`config.mk`:
```
export PLATFORM = sky130hd
export DESIGN_NAME = serial_subtractor
export DESIGN_NICKNAME = d
export VERILOG_FILES = /design/src/rtl/serial_subtractor.sv
export SDC_FILE = /design/constraint.sdc
export NUM_CORES = 1
export LEC_CHECK = 0
export ABC_AREA = 1
export CAP_MARGIN = 25
export CORE_ASPECT_RATIO = 2
export CORE_MARGIN = 1
export CORE_UTILIZATION = 35
export CTS_CLUSTER_DIAMETER = 60
export DETAILED_ROUTE_END_ITERATION = 10
export MAX_ROUTING_LAYER = met4
export PLACE_DENSITY = 0.66
export SYNTH_ARGS = -nofsm -noshare
export SYNTH_HDL_FRONTEND = slang
export SYNTH_SLANG_ARGS = --single-unit
```
`constraint.sdc`:
```
create_clock -name clk -period 1.8 [get_ports clk]
set_clock_uncertainty 0.15 [all_clocks]
set_input_delay 0.18 -clock clk [delete_from_list [all_inputs] [get_ports clk]]
set_output_delay 0.18 -clock clk [all_outputs]
set_load 0.1 [all_outputs]
```
`src/rtl/serial_subtractor.sv`:
```
// rtl/serial_subtractor.sv - bit-serial A - B - Bin subtractor with start/busy/done handshake
//
// One borrow flop and three WIDTH-bit shift registers. The result takes
// WIDTH shift cycles, LSB first, and is then held in Diff/Bout until the
// next result is ready. A request is taken in IDLE and also in DONE, so
// back-to-back operations need no idle cycle between them.

module serial_subtractor #(
  parameter int WIDTH = 4
) (
  input  logic             clk,
  input  logic             rst,
  input  logic             start,
  input  logic [WIDTH-1:0] A,
  input  logic [WIDTH-1:0] B,
  input  logic             Bin,
  output logic [WIDTH-1:0] Diff,
  output logic             Bout,
  output logic             busy,
  output logic             done
);

  localparam int CW = $clog2(WIDTH);

  typedef enum logic [1:0] {
    S_IDLE  = 2'd0,
    S_SHIFT = 2'd1,
    S_DONE  = 2'd2
  } state_t;

  state_t r_state;
  state_t w_next_state;

  logic [WIDTH-1:0] r_a_sr;
  logic [WIDTH-1:0] r_b_sr;
  logic [WIDTH-1:0] r_d_sr;
  logic             r_br;
  logic [CW-1:0]    r_count;
  logic [WIDTH-1:0] r_diff;
  logic             r_bout;

  logic             w_accept;
  logic             w_last;
  logic             w_a;
  logic             w_b;
  logic             w_d;
  logic             w_br_next;
  logic [WIDTH-1:0] w_d_sr_next;
  logic             w_unused_d0;

  // A request is only honoured when no subtraction is running; DONE counts
  // as idle so a new operand pair can launch straight out of the done cycle.
  assign w_accept = start && ((r_state == S_IDLE) || (r_state == S_DONE));
  assign w_last   = (r_state == S_SHIFT) && (r_count == CW'(WIDTH - 1));

  // Full-subtractor bit slice on the current LSBs.
  assign w_a       = r_a_sr[0];
  assign w_b       = r_b_sr[0];
  assign w_d       = w_a ^ w_b ^ r_br;
  assign w_br_next = (~w_a & w_b) | (~(w_a ^ w_b) & r_br);

  // The new difference bit enters at the MSB; after WIDTH steps the
  // register holds the whole result with bit 0 at the bottom.
  assign w_d_sr_next = {w_d, r_d_sr[WIDTH-1:1]};

  // The old LSB of d_sr falls off the end on every shift and is never read.
  assign w_unused_d0 = r_d_sr[0];

  // State register.
  always_ff @(posedge clk or posedge rst) begin
    if (rst) begin
      r_state <= S_IDLE;
    end else begin
      r_state <= w_next_state;
    end
  end

  // Next-state logic: SHIFT runs until the last bit, DONE lasts one cycle.
  always_comb begin
    w_next_state = r_state;
    case (r_state)
      S_IDLE: begin
        if (w_accept) begin
          w_next_state = S_SHIFT;
        end
      end
      S_SHIFT: begin
        if (w_last) begin
          w_next_state = S_DONE;
        end
      end
      S_DONE: begin
        if (w_accept) begin
          w_next_state = S_SHIFT;
        end else begin
          w_next_state = S_IDLE;
        end
      end
      default: begin
        w_next_state = S_IDLE;
      end
    endcase
  end

  // Operand load on accept, one bit-step per cycle while shifting.
  always_ff @(posedge clk or posedge rst) begin
    if (rst) begin
      r_a_sr  <= '0;
      r_b_sr  <= '0;
      r_d_sr  <= '0;
      r_br    <= 1'b0;
      r_count <= '0;
    end else if (w_accept) begin
      r_a_sr  <= A;
      r_b_sr  <= B;
      r_br    <= Bin;
      r_count <= '0;
    end else if (r_state == S_SHIFT) begin
      r_a_sr  <= {1'b0, r_a_sr[WIDTH-1:1]};
      r_b_sr  <= {1'b0, r_b_sr[WIDTH-1:1]};
      r_d_sr  <= w_d_sr_next;
      r_br    <= w_br_next;
      r_count <= r_count + 1'b1;
    end
  end

  // Result registers change only on the final bit-step (entry to DONE).
  always_ff @(posedge clk or posedge rst) begin
    if (rst) begin
      r_diff <= '0;
      r_bout <= 1'b0;
    end else if (w_last) begin
      r_diff <= w_d_sr_next;
      r_bout <= w_br_next;
    end
  end

  assign Diff = r_diff;
  assign Bout = r_bout;

  // Status flags come straight from the state register, never from inputs.
  assign busy = (r_state == S_SHIFT);
  assign done = (r_state == S_DONE);

endmodule

```
# Word level (Yosys, flattened, before mapping)
# Index checks and enable logic that the tools add are counted.
[op_classes]
n_addsub = 1
n_eq_ne = 5
muxes = 12
bitwise = 8
n_reduce_logical = 7
[op_table]
columns = ["cell", "n"]
rows = [
  ["4-bit 2-to-1 mux", 4],
  ["2-bit 2-to-1 mux", 4],
  ["2-bit case mux with 3 select lines", 1],
  ["2-bit equality test, second input constant", 2],
  ["2-bit AND reduction", 2],
  ["1-bit 2-to-1 mux", 3],
  ["1-bit NOT", 3],
  ["2-bit by 1-bit adder with 2-bit output, second input constant", 1],
  ["1-bit bitwise AND", 2],
  ["2-bit by 1-bit equality test with 1-bit output, second input constant", 1],
  ["1-bit logical AND", 2],
  ["2-bit zero test", 1],
  ["2-bit by 1-bit inequality test with 1-bit output, second input constant", 1],
  ["2-bit inequality test, second input constant", 1],
  ["2-bit nonzero test", 1],
  ["1-bit XOR", 2],
  ["1-bit logical OR", 1],
  ["1-bit OR", 1],
]
[totals]
ff_bits = 22
inputBits = 12
output_inout_bits = 7
word_cells = 41

# Depth between registers and ports, before layout
# Gate-level depths: netlist of run 1.
[logic_depth]
ltp_word = 6
ltp_mapped = 7
mapped_depth_nobuf = 6

# Worst setup path before layout of run 1
# OpenSTA, ideal clock, no wires.
[synth_path]
kind = "register to output"
from = "register r_state[0]"
to = "output port done"
arrival_ps = 1759
required_time_ps = 1470
setup_slack_ps = -289
path_stages_with_launch = 3
n_path_buf = 1
cell_sequence = "dfrtp_1 buf_6 nor2_1"
[synth_between]
elab_chain_len = 1
[synth_lines]
columns = ["item", "line", "source"]
rows = [
  ["start, declared", "31", "state_t r_state;"],
  ["start signal, assigned", "74", "r_state <= w_next_state;"],
  ["2-bit equality test", "143", "assign done = (r_state == S_DONE);"],
  ["end, declared", "20", "output logic done"],
]
# No other way between the ends.

# Final worst setup path of run 1
[layout_path]
from = "register r_state[0]"
to = "output port busy"
[layout_between]
elab_chain_len = 1
[layout_lines]
columns = ["item", "line", "source"]
rows = [
  ["2-bit by 1-bit equality test with 1-bit output", "142", "assign busy = (r_state == S_SHIFT);"],
  ["end, declared", "19", "output logic busy,"],
]
# No other way between the ends.

==> results of run 1 <==
layer usage:
layer / wire length, µm / part of all wire [%] / global-route usage (%)
met4: 54 / 2.8 / 11.5
met1: 750 / 39 / 17.9
met5: 0 / 0 / -
met3: 57 / 3.0 / 2.04
met2: 1060 / 55 / 26.9
flip-flops by register name, summed over array words and instances, names as in the netlist:
register  flops
r_d_sr        3
r_br          1
Bout          1
r_state       2
r_count       2
r_b_sr        4
r_a_sr        4
Diff          4
worst min-delay path: stages:
cell,delay (ns)
clkdlybuf4s50_1,0.39
inv_1,0.05
buf_4,0.27
cell type report:
class	count	area [µm²]	share of cell area, %
Timing Repair Buffer	19	258	20.1
Clock buffer	3	41.3	3.21
Multi-Input combinational cell	72	348	27.1
Tap cell	28	35.0	2.73
Sequential cell	21	527	41.0
Clock inverter	1	5.00	0.389
Inverter	19	71.3	5.55
final timing paths:
path / start / end
max: r_state[0]$_DFFE_PP0P_ / busy
min: rst / Bout$_DFFE_PP0P_
max reg2reg: r_a_sr[0]$_DFFE_PP0P_ / r_d_sr[3]$_DFFE_PP0P_
min reg2reg: r_b_sr[3]$_DFFE_PP0P_ / r_b_sr[3]$_DFFE_PP0P_
max in group asynchronous: rst / r_state[0]$_DFFE_PP0P_
min in group clk: B[3] / r_b_sr[3]$_DFFE_PP0P_
per-stage QoR:
stage / utilization (%) / area, µm² / hold slack, ns / cells
after global routing: 50.0 / 1280 / 0.157 / 163
final: 50.0 / 1280 / 0.0940 / 163
after global placement: 48.2 / 1240 / 0.315 / 159
after CTS: 50.0 / 1280 / 0.103 / 163
after detailed placement: 48.2 / 1240 / 0.318 / 159
after floorplan: - / 956 / 0.00653 / 113
cells in the final DEF, fill, tap and decap left out:
cell type | netlist | final
clkdlybuf4s50_1 | 0 | 11
buf_12 | 0 | 7
dfrtp_2 | 0 | 1
nand2_1 | 43 | 43
o21ai_0 | 5 | 5
nand2_2 | 2 | 2
buf_4 | 0 | 1
a21oi_1 | 1 | 1
nor2_1 | 4 | 3
nand2_4 | 1 | 1
clkinv_2 | 0 | 1
o21ai_1 | 4 | 4
ha_1 | 1 | 1
nor2_4 | 2 | 2
inv_2 | 4 | 4
dfrtp_1 | 21 | 20
nor2_2 | 0 | 1
nand3_1 | 8 | 8
clkbuf_8 | 0 | 3
fa_1 | 1 | 1
inv_1 | 15 | 15
timing repair:
action	4_1_cts	5_1_grt
setup endpoints to repair	0	1
gates resized for setup	0	1
buffers inserted	0	0
logic make-up after synthesis:
group / count (synthesis) / share of synthesized area, %
adder cells (fa/ha/maj): 2 / 3.41
flip-flops: 21 / 55.1
buffers and inverters: 20 / 8.66
AND/OR/NAND/NOR: 60 / 27.6
AO/OA/AOI/OAI: 10 / 5.25
==> metrics, run 1 <==
DPL Wire Length about 1.5 mm; first-pass GRT wire length 3.22 mm; clk root buf clkbuf_8; Seq/Total Area, Yosys 55.1%; Worst Path Buf+Inv 2; Vias 733; critical path's top delay family flip-flops; slack of the worst reg-to-reg path 0.40 ns; final setup vio count 0; CP Depth 3; H-tree depth 1; Worst setup SP type flip-flop; flops & latches, synth 21; status completed; DR vias/cell 4.50; Syn Nets 127; ANT cells 0; Num Clock Sinks 21; Top FF cell, synth dfrtp_1; Setup WS post-layout 0.214 ns; Row Count 26; Yosys top cell area share roughly 55%; Port-buffer cells 18; Mapped Cells 113; Area contributors post-synth dfrtp_1 55%, nand2_1 17%, inv_1 5.9%, nand3_1 4.2%, o21ai_0 2.6%; CTS tree built; Initial Util 37.1%; Max Freq approximately 0.63 GHz; area delta synth->final 34.8%; pre-CTS worst setup slack approximately 0.34 ns; chip height 75.8 µm; Slowest-stage cell, CP dfrtp_2; Hold Crit Class in -> async; Final period util 88.1%; cell accounting for the most synthesized area dfrtp_1; count leader, synth nand2_1; Crit path arrival time about 1.3 ns; most common library cells after synthesis 43 x nand2_1, 21 x dfrtp_1, 15 x inv_1; largest net degree at the start of global routing 22; initial antenna violation count 0; fraction of registers with async set/reset 100%; library cells used by synthesis 15; GP Congestion 0.829; Mean Syn Cell Area roughly 8.4 µm²; number of CTS-inserted buffers 3; CTS Buffer Depth 2; number of fill cells 246; Slew headroom 82.3%; critical path type reg -> out; gr ovfl total 0; DRT iter0 DRCs 16; die area 2950 µm²; wire per inst 11.8 µm; min Tclk post-route 1.59 ns; CP endpoint kind output pin; wirelength, routed 1.92 mm; Mapped Area 953 µm²; RSZ-0062 raised after global routing false; core area about 2600 µm²; Max Cap Viol 0; FF-to-FF path depth 3; Ys Warns 0; Reg clk slew, reported paths 0.07 ns; slew at the pin closest to its max-slew limit 0.265 ns; NumNets Final 150; # IOs 19; worst path cell trace inv_2, nor2_4, buf_12; EDFF count, synth 0; worst endpoint required time 1.47 ns; share of cells above drive strength 1 17.0%; Antenna Nets Post-Route 0; # DRC 0; Critical Path Max Stage Delay just over 0.5 ns; setup TNS 0 ns; GR Util All Layers roughly 17%; Die W ~39 µm; worst skew pair latency 0.26 ns; CTS Hold Bufs 0; Pre-Repair DR Iteration Count 3; vias in the first global route 740; max-slew violation count 0; largest fanout on the critical path 10; final hold violation count 0
Power of run 1 is left out: the tool's default activity adds up to more than one toggle a clock period on the data nets, which glitch-free logic cannot reach.
==> inputs of run 2 (changes only) <==
- GPL_ROUTABILITY_DRIVEN: unset -> 0
- TNS_END_PERCENT: unset -> 100
==> results of run 2 <==
Final layout, timing and power as in run 1 (identical DEF).
Power of run 2 is left out for the same reason.
